`src/rtl/pipe_stage_chain.sv`:
```
// pipe_stage_chain: STAGES-deep valid/ready register chain with global stall and per-stage flush.
// Define PIPE_STAGE_CHAIN_PERF_EN to add the stall_cnt/kill_cnt performance counters.
module pipe_stage_chain #(
    parameter int                DATA_W = 64,
    parameter int                STAGES = 2,
    parameter logic [DATA_W-1:0] BUBBLE = DATA_W'(64'h0000_0000_0000_0013)
) (
    input  logic                             clk,
    input  logic                             rst,
    input  logic                             in_valid,
    output logic                             in_ready,
    input  logic [DATA_W-1:0]                in_data,
    input  logic                             stall,
    input  logic [STAGES-1:0]                flush_mask,
    output logic                             out_valid,
    input  logic                             out_ready,
    output logic [DATA_W-1:0]                out_data,
    output logic [STAGES-1:0]                stage_valid,
    output logic [$clog2(STAGES+1)-1:0]      occupancy
`ifdef PIPE_STAGE_CHAIN_PERF_EN
    ,
    output logic [31:0]                      stall_cnt,
    output logic [31:0]                      kill_cnt
`endif
);
    localparam int OCC_W = $clog2(STAGES+1);

    logic [STAGES-1:0]             r_valid;
    logic [STAGES-1:0][DATA_W-1:0] r_data;
    logic [STAGES-1:0]             w_acc;
    logic [STAGES-1:0]             w_live;
    logic [STAGES:0]               w_src_v;
    logic [STAGES:0][DATA_W-1:0]   w_src_d;
    logic [OCC_W-1:0]              w_occ;

    // A flushed stage's payload must not propagate downstream either.
    assign w_live  = r_valid & ~flush_mask;
    assign w_src_v = {w_live, in_valid};
    assign w_src_d = {r_data, in_data};

    // Stage i accepts when unstalled and some stage at or after i is empty, or the sink drains.
    for (genvar i = 0; i < STAGES; i++) begin : g_acc
        assign w_acc[i] = !stall && (out_ready || (((~r_valid) >> i) != '0));
    end

    assign in_ready    = w_acc[0];
    assign out_valid   = r_valid[STAGES-1];
    assign out_data    = r_data[STAGES-1];
    assign stage_valid = r_valid;
    assign occupancy   = w_occ;

    always_comb begin
        w_occ = '0;
        for (int i = 0; i < STAGES; i++) w_occ = w_occ + OCC_W'(r_valid[i]);
    end

    always_ff @(posedge clk) begin
        if (rst) begin
            r_valid <= '0;
            r_data  <= {STAGES{BUBBLE}};
        end else begin
            for (int i = 0; i < STAGES; i++) begin
                if (flush_mask[i]) begin
                    r_valid[i] <= 1'b0;
                    r_data[i]  <= BUBBLE;
                end else if (w_acc[i]) begin
                    r_valid[i] <= w_src_v[i];
                    if (w_src_v[i]) r_data[i] <= w_src_d[i];
                end
            end
        end
    end

`ifdef PIPE_STAGE_CHAIN_PERF_EN
    logic [31:0] w_kills;

    always_comb begin
        w_kills = '0;
        for (int i = 0; i < STAGES; i++) w_kills = w_kills + 32'(r_valid[i] & flush_mask[i]);
    end

    always_ff @(posedge clk) begin
        if (rst) begin
            stall_cnt <= '0;
            kill_cnt  <= '0;
        end else begin
            stall_cnt <= stall_cnt + 32'(stall);
            kill_cnt  <= kill_cnt + w_kills;
        end
    end
`endif

endmodule

```
`config.mk`:
```
export PLATFORM = sky130hd
export DESIGN_NAME = pipe_stage_chain
export DESIGN_NICKNAME = d
export VERILOG_FILES = /design/src/rtl/pipe_stage_chain.sv
export SDC_FILE = /design/constraint.sdc
export NUM_CORES = 1
export LEC_CHECK = 0
export BUFFER_PORTS_ARGS = -buffer_cell sky130_fd_sc_hd__buf_2
export CAP_MARGIN = 20
export CORE_MARGIN = 2
export CORE_UTILIZATION = 30
export CTS_CLUSTER_SIZE = 28
export DETAILED_ROUTE_END_ITERATION = 16
export PLACE_DENSITY = 0.55
export SYNTH_ARGS = -nofsm -noshare
export SYNTH_HDL_FRONTEND = slang
export SYNTH_SLANG_ARGS = --single-unit
```
`constraint.sdc`:
```
create_clock -name clk -period 3.5 [get_ports clk]
set_clock_uncertainty 0.1 [all_clocks]
set_input_delay 0.7 -clock clk [delete_from_list [all_inputs] [get_ports clk]]
set_output_delay 0.7 -clock clk [all_outputs]
set_load 0.02 [all_outputs]
```
==> key figures, run 1 <==
Timing
  • Setup tns final: 0 ps
  • Slew HR: about 36%
  • Hold WS: between 300 and 400 ps
  • Unrepaired setup endpoints after global routing: false
  • Final setup fails: 0
  • Final Critical Period: ~2500 ps
  • Count of final hold-check violations: 0
  • Max-slew violations: 0
  • Period utilisation layout: about 70%
  • Worst Tran Pin Value: around 970 ps
  • Fmax: ~0.41 GHz

Floorplanning
  • Width of the die: 140.2 um
  • Initial core utilization: a little under a third
  • Cell row count: a little under 50
  • Core Box Area: approximately 18000 um^2
  • Die Span Y: 140.2 um
  • Number of I/O pins: about 140
  • Die area: just under 20000 um^2

Hold path
  • Hold Crit Start: r_data[29]$_SDFFE_PP0P_
  • Hold Crit Class: reg2reg
  • Min-Delay Path Depth: 2
  • WHS Endpoint: out_data[29]$_SDFFE_PP0P_

Global route
  • Gr usage total: roughly 14%
  • First-pass GRT wire length: 22.29 mm
  • Antenna violations before repair: 0
  • Vias in the first global route: 4179
  • GRT overflow: 0
  • Largest net degree at the start of global routing: 70

Logic synthesis
  • Post-Synth Adder-Cell Area: 0.2248%
  • Post-synthesis mux area share: roughly 11%
  • Most common cell in the netlist: dfxtp_1
  • Main combinational cell family by area after synthesis: simple AND/OR/NAND/NOR gates
  • Cell taking the most area after synthesis: dfxtp_1
  • Sequential element share of the synthesized area: a little under half
  • Synth Area in Simple Gates: around 15%
  • Synth warn: 0
  • Synth cell count leaders: dfxtp_1, nand2_1, nand3_1
  • Post-synth ARST share: 0%
  • Synth unique cells: 25
  • Synth Area in XOR/XNOR: 0%
  • Post-Syn Instances: 655
  • Post-synthesis compound-gate area fraction: between 10% and 20%
  • Syn Std Cell Area: between 5000 and 6000 um^2
  • Syn_nets: approximately 730
  • Mean Syn Cell Area: approximately 8.5 um^2
  • Number of synthesized flops with an enable pin: 0
  • Synthesis-stage register bit count: 130
  • Top post-synthesis cells by area: dfxtp_1, mux2i_1, buf_4
  • Share of the synthesized area in the top cell type: 46.76%
  • Top FF cell, synth: dfxtp_1

Clocking
  • Clock root buffer: clkbuf_16
  • Clk_lat worst skew: 420 ps
  • Total CTS buffers: 17
  • H-tree Lvls: 4
  • TritonCTS clock tree: done
  • Hold bufs inserted after CTS: 0
  • Maximum root-to-sink buffer count: 2
  • Clock transition at path regs: 60 ps
  • Post-CTS setup buffer count: 0
  • Clock Sinks: 130
  • CTS resizes: 0

Finish
  • Nets: about 780
  • Filler cell count: 1886
  • Layout Utilization: roughly 36%
  • N_diodes: 0
  • Non-Filler Instances: 944
  • Layout cells sized above 1: a little over a quarter
  • Layout Area Growth over Synthesis: 18.50%

Placed design
  • Placer Congestion: approximately 0.7
  • Placed insts: roughly 910
  • IO Port Bufs: 140
  • Detailed Place HPWL: approximately 8.9 mm

Routing
  • Via/cell ratio: 4.680
  • Initial DRC count: 196
  • Final ANT Viol Nets: 0
  • Routed len/inst: between 10 and 15 um
  • Final WL: approximately 14 mm
  • Via Count: roughly 4400
  • DRC: 0
  • Drt pass-1 iters: 4

Worst setup path
  • Reg-to-reg critical path endpoint: r_data[38]$_SDFFE_PP0P_
  • Slowest-stage cell, CP: dfxtp_1
  • Max incr delay on CP: 460 ps
  • Crit end category: output pin
  • CP Data Required Time: around 2700 ps
  • CP Cell Sequence: ha_1 -> nor2b_1 -> buf_4 -> nor2_1 -> buf_2
  • Flop-to-flop setup slack: between 1000 and 1500 ps
  • Reg2Reg Depth: 6
  • Arr. time, crit path: ~1700 ps
  • Max FO, Critical Path: 6
  • RR Startpoint: stage_valid[1]$_SDFFE_PP0P_
  • Worst setup SP type: flop
  • Crit Path Class: reg2out

Power and ir drop
  • Leakage: around 2.8 nW
  • Overall Power: roughly 3.7 mW
  • Sw frac: a little over a fifth
  • Reg power frac: 41.2%
  • Pwr Density: about 550 nW/um^2
  • Clock network power share: 54.3%
  • Switching pwr: between 0.7 and 0.8 mW
  • Int Pwr: 2.896 mW
  • Max VDD drop: ~0.36 mV
  • Comb pwr share: around 4.5%

Status
  • Status: finished clean

Job
  • MaxCap Viol Count: 0
==> worst max-delay path by stage <==
stage          slack, ps                   endpoint                   startpoint  cells past startpoint
2_1_floorplan       1430                   in_ready  stage_valid[1]$_SDFFE_PP0P_                      3
3_3_place_gp         920  out_data[31]$_SDFFE_PP0P_                        stall                      5
3_5_place_dp         890  out_data[46]$_SDFFE_PP0P_                        stall                      5
4_1_cts             1020                   in_ready  stage_valid[1]$_SDFFE_PP0P_                      5
5_1_grt              920    r_data[63]$_SDFFE_PP0P_  stage_valid[1]$_SDFFE_PP0P_                      6
6_report            1050                   in_ready  stage_valid[1]$_SDFFE_PP0P_                      5
==> final cells by class <==
type | instances | area [um^2] | share of cell area (%)
flip-flops and latches | 130 | 2603 | 39.46
multi-input cells | 398 | 2203 | 33.41
repair buffers | 151 | 820.8 | 12.45
clock buffers | 17 | 425.4 | 6.450
well taps | 229 | 286.5 | 4.345
clock inverters | 14 | 237.7 | 3.605
inverters | 5 | 18.77 | 0.2846
==> worst max-delay path: cells and delay by family (launching register included) <==
family	cells	cell delay (ps)
adder cells (fa/ha/maj)	1	250
flip-flops	1	460
buffers and inverters	2	330
AND/OR/NAND/NOR	2	210
==> kinds of logic (layout without fill, tap and decap cells) <==
family          Yosys count  count (layout)
simple gates            201             201
compound gates          135             135
buf+inv                 127             187
fa+ha+maj                 1               1
flops                   130             130
mux                      61              61
==> sequential cells by signal, indices dropped and copies added (netlist names) <==
signal       count
out_data        64
r_data          64
stage_valid      2
==> per-layer routing <==
| layer | GRT usage [%] | wire, um | vias up | share of wire (%) |
|---|---|---|---|---|
| met1 | 18.70 | 6567 | 2068 | 47 |
| li1 | - | - | 2239 | - |
| met3 | 4.103 | 706 | 6 | 5.1 |
| met5 | 0 | 0 | - | 0 |
| met2 | 23.14 | 6534 | 105 | 47 |
| met4 | 4.625 | 123 | 0 | 0.88 |
==> power by group through the flow <==
stage	registers, mW	logic [mW]	clock network, mW
5_1_grt	1.51	0.183	2.10
2_1_floorplan	1.54	0.102	0
3_5_place_dp	1.54	0.168	0
3_3_place_gp	1.54	0.167	0
6_report	1.51	0.164	1.99
4_1_cts	1.51	0.168	2.04
==> metrics by stage <==
stage	setup slack, ps	area [um^2]
6_report	1046	6595
5_1_grt	921.2	6595
4_1_cts	1024	6595
3_5_place_dp	892.7	5932
3_3_place_gp	919.4	5932
2_1_floorplan	1427	5565
==> cells in the final DEF (no fill, tap or decap), drive strengths merged <==
cell type	n
or3	1
or2	2
dfxtp	130
nand2b	1
nand3	67
ha	1
o211ai	3
clkbuf	17
clkinv	8
mux2i	61
a21oi	63
inv	4
buf	151
o31ai	3
o21ai	66
nand2	123
or3b	1
bufinv	6
nor3b	1
nor2	3
clkinvlp	1
nor2b	2
Note: power is estimated with default switching activity, not from simulation.
==> run 2, diff against run 1 <==
Settings changed: PLACE_DENSITY 0.55 to 0.57.
Clock period 3.5 ns to 2.1 ns, I/O delays scaled along.
==> key figures, run 2 (synthesis gave the netlist of run 1 again) <==
Floorplanning
  • Die Span Y: 140.2 um (unchanged)
  • Initial core utilization: 30.77% (unchanged)
  • Number of I/O pins: 141 (unchanged)
  • Core Box Area: 18090 um^2 (unchanged)
  • Width of the die: 140.2 um (unchanged)
  • Cell row count: 49 (unchanged)
  • Die area: 19660 um^2 (unchanged)

Routing
  • Final WL: 14.11 mm (+1.3%)
  • Final ANT Viol Nets: 0 (unchanged)
  • Routed len/inst: 14.90 um (+0.94%)
  • Drt pass-1 iters: 4 (unchanged)
  • Initial DRC count: 274 (+40%)
  • DRC: 0 (unchanged)
  • Via/cell ratio: 4.709 (+0.61%)
  • Via Count: 4459 (+0.93%)

Clocking
  • H-tree Lvls: 4 (unchanged)
  • Clock transition at path regs: 60 ps (about the same)
  • Maximum root-to-sink buffer count: 2 (unchanged)
  • Total CTS buffers: 17 (unchanged)
  • Clock root buffer: clkbuf_16
  • TritonCTS clock tree: done
  • Clock Sinks: 130 (unchanged)
  • Post-CTS setup buffer count: 0 (unchanged)
  • Clk_lat worst skew: 410 ps (about the same)

Status
  • Status: finished clean

Worst setup path
  • CP Data Required Time: 1580 ps (-1120 ps)
  • Max incr delay on CP: 380 ps (-80 ps)
  • Max FO, Critical Path: 6 (unchanged)
  • CP Cell Sequence: ha_1 -> nor2b_4 -> nor2_1 -> buf_2
  • RR Startpoint: stage_valid[0]$_SDFFE_PP0P_
  • Crit Path Class: reg2out
  • Worst setup SP type: flop
  • Crit path from: stage_valid[0]$_SDFFE_PP0P_
  • Arr. time, crit path: 1430 ps (-220 ps)
  • Slowest-stage cell, CP: dfxtp_1
  • Crit end category: output pin

Timing
  • Final Critical Period: between 1500 and 2000 ps
  • Unrepaired setup endpoints after global routing: false
  • Count of final hold-check violations: 0 (unchanged)
  • Worst Tran Pin Value: 479.0 ps (-486.5 ps)
  • Slew HR: 68.07% (+32 points)
  • Final setup fails: 0 (unchanged)
  • Period utilisation layout: between 90% and 100%
  • Setup tns final: 0 ps (unchanged)
  • Max-slew violations: 0 (unchanged)
  • Fmax: between 0.5 and 0.6 GHz

Job
  • MaxCap Viol Count: 0 (unchanged)

Power and ir drop
  • Leakage: 2.841 nW (+0.13%)
  • Switching pwr: 1.227 mW (+61%)
  • Int Pwr: 4.449 mW (+54%)
  • Max VDD drop: 0.5011 mV (+39%)
  • Clock network power share: 50.5% (-3.8 points)
  • Comb pwr share: 5.2% (+0.7 points)
  • Reg power frac: 44.3% (+3.1 points)
  • Sw frac: 21.61% (+0.76 points)
  • Overall Power: 5.676 mW (+55%)
  • Pwr Density: 858.4 nW/um^2 (+55%)

Placed design
  • IO Port Bufs: 140 (unchanged)
  • Detailed Place HPWL: 9.094 mm (+2.0%)
  • Placer Congestion: 0.6868 (-3.9%)

Global route
  • Gr usage total: 14.67% (+0.28 points)
  • GRT overflow: 0 (unchanged)
  • Largest net degree at the start of global routing: 70 (unchanged)
  • Vias in the first global route: 4365 (+4.5%)
  • Antenna violations before repair: 0 (unchanged)
  • First-pass GRT wire length: 22.72 mm (+1.9%)

Finish
  • Layout cells sized above 1: 26.88% (+0.31 points)
  • Layout Area Growth over Synthesis: 18.82%
  • Nets: 780 (+0.65%)
  • Multi-input logic area: 2211 um^2 (+0.34%)
  • Commonest non-fill, non-tap cells in the layout: buf_2, dfxtp_1, nand2_1
  • Commonest non-fill, non-tap cell in the layout: buf_2
  • Seq. cell area: 2603 um^2 (unchanged)
  • N_diodes: 0 (unchanged)
  • Layout Utilization: 36.56% (+0.097 points)
  • Filler cell count: 1900 (+0.74%)

Hold path
  • Hold Crit Start: in_data[51]
  • Hold Crit Class: in2reg
## run 2: cell type report
cell class	instances	share of cell area, %
Clock buffer	25	7.947
Clock inverter	4	0.7190
Inverter	5	0.2838
Multi-Input combinational cell	398	33.43
Sequential cell	130	39.36
Tap cell	229	4.333
Timing Repair Buffer	156	13.93
## run 2: path summary, 6_finish.rpt
check	end	slack [ps]	depth (start not counted)
worst min register to register	r_data[50]$_SDFFE_PP0P_	360	2
worst max register to register	r_data[14]$_SDFFE_PP0P_	340	5
worst min-delay path	r_data[51]$_SDFFE_PP0P_	150	3
worst max-delay path	in_ready	150	4
## run 2: routing by layer
metal / vias up / track usage, % / wire, um
met3: 14 / 3.726 / 674
met1: 2075 / 19.12 / 6608
li1: 2250 / - / -
met2: 120 / 23.48 / 6611
met4: 0 / 5.476 / 211
met5: - / 0 / 0
## run 2: power groups by stage
stage                     registers (mW)  clock network, mW  logic [mW]
final                               2.51               2.87       0.295
after detailed placement            2.57                  0       0.298
after floorplan                     2.56                  0       0.170
after global placement              2.57                  0       0.300
after global routing                2.51               3.04       0.324
after CTS                           2.51               2.93       0.300
## run 2: through the flow
| step | hold slack, ps | setup WS [ps] | area, um^2 | std cells |
|---|---|---|---|---|
| after global routing | 140.0 | 57.72 | 6613 | 947 |
| after global placement | 345.3 | 229.2 | 6032 | 918 |
| after detailed placement | 352.0 | 149.8 | 6032 | 918 |
| after CTS | 122.5 | 40.63 | 6608 | 947 |
| after floorplan | 338.2 | 78.31 | 5565 | 655 |
| final | 147.2 | 147.8 | 6613 | 947 |
## run 2: critical path: cells and delay by family (launching register included)
kind	cells	cell delay [ps]
buffers and inverters	1	160
AND/OR/NAND/NOR	2	290
flip-flops	1	380
adder cells (fa/ha/maj)	1	190
## run 2: what timing repair did
action	4_1_cts	5_1_grt
setup endpoints to repair	1	1
resized for setup	1	1
pin swaps	0	0
hold buffers	0	0
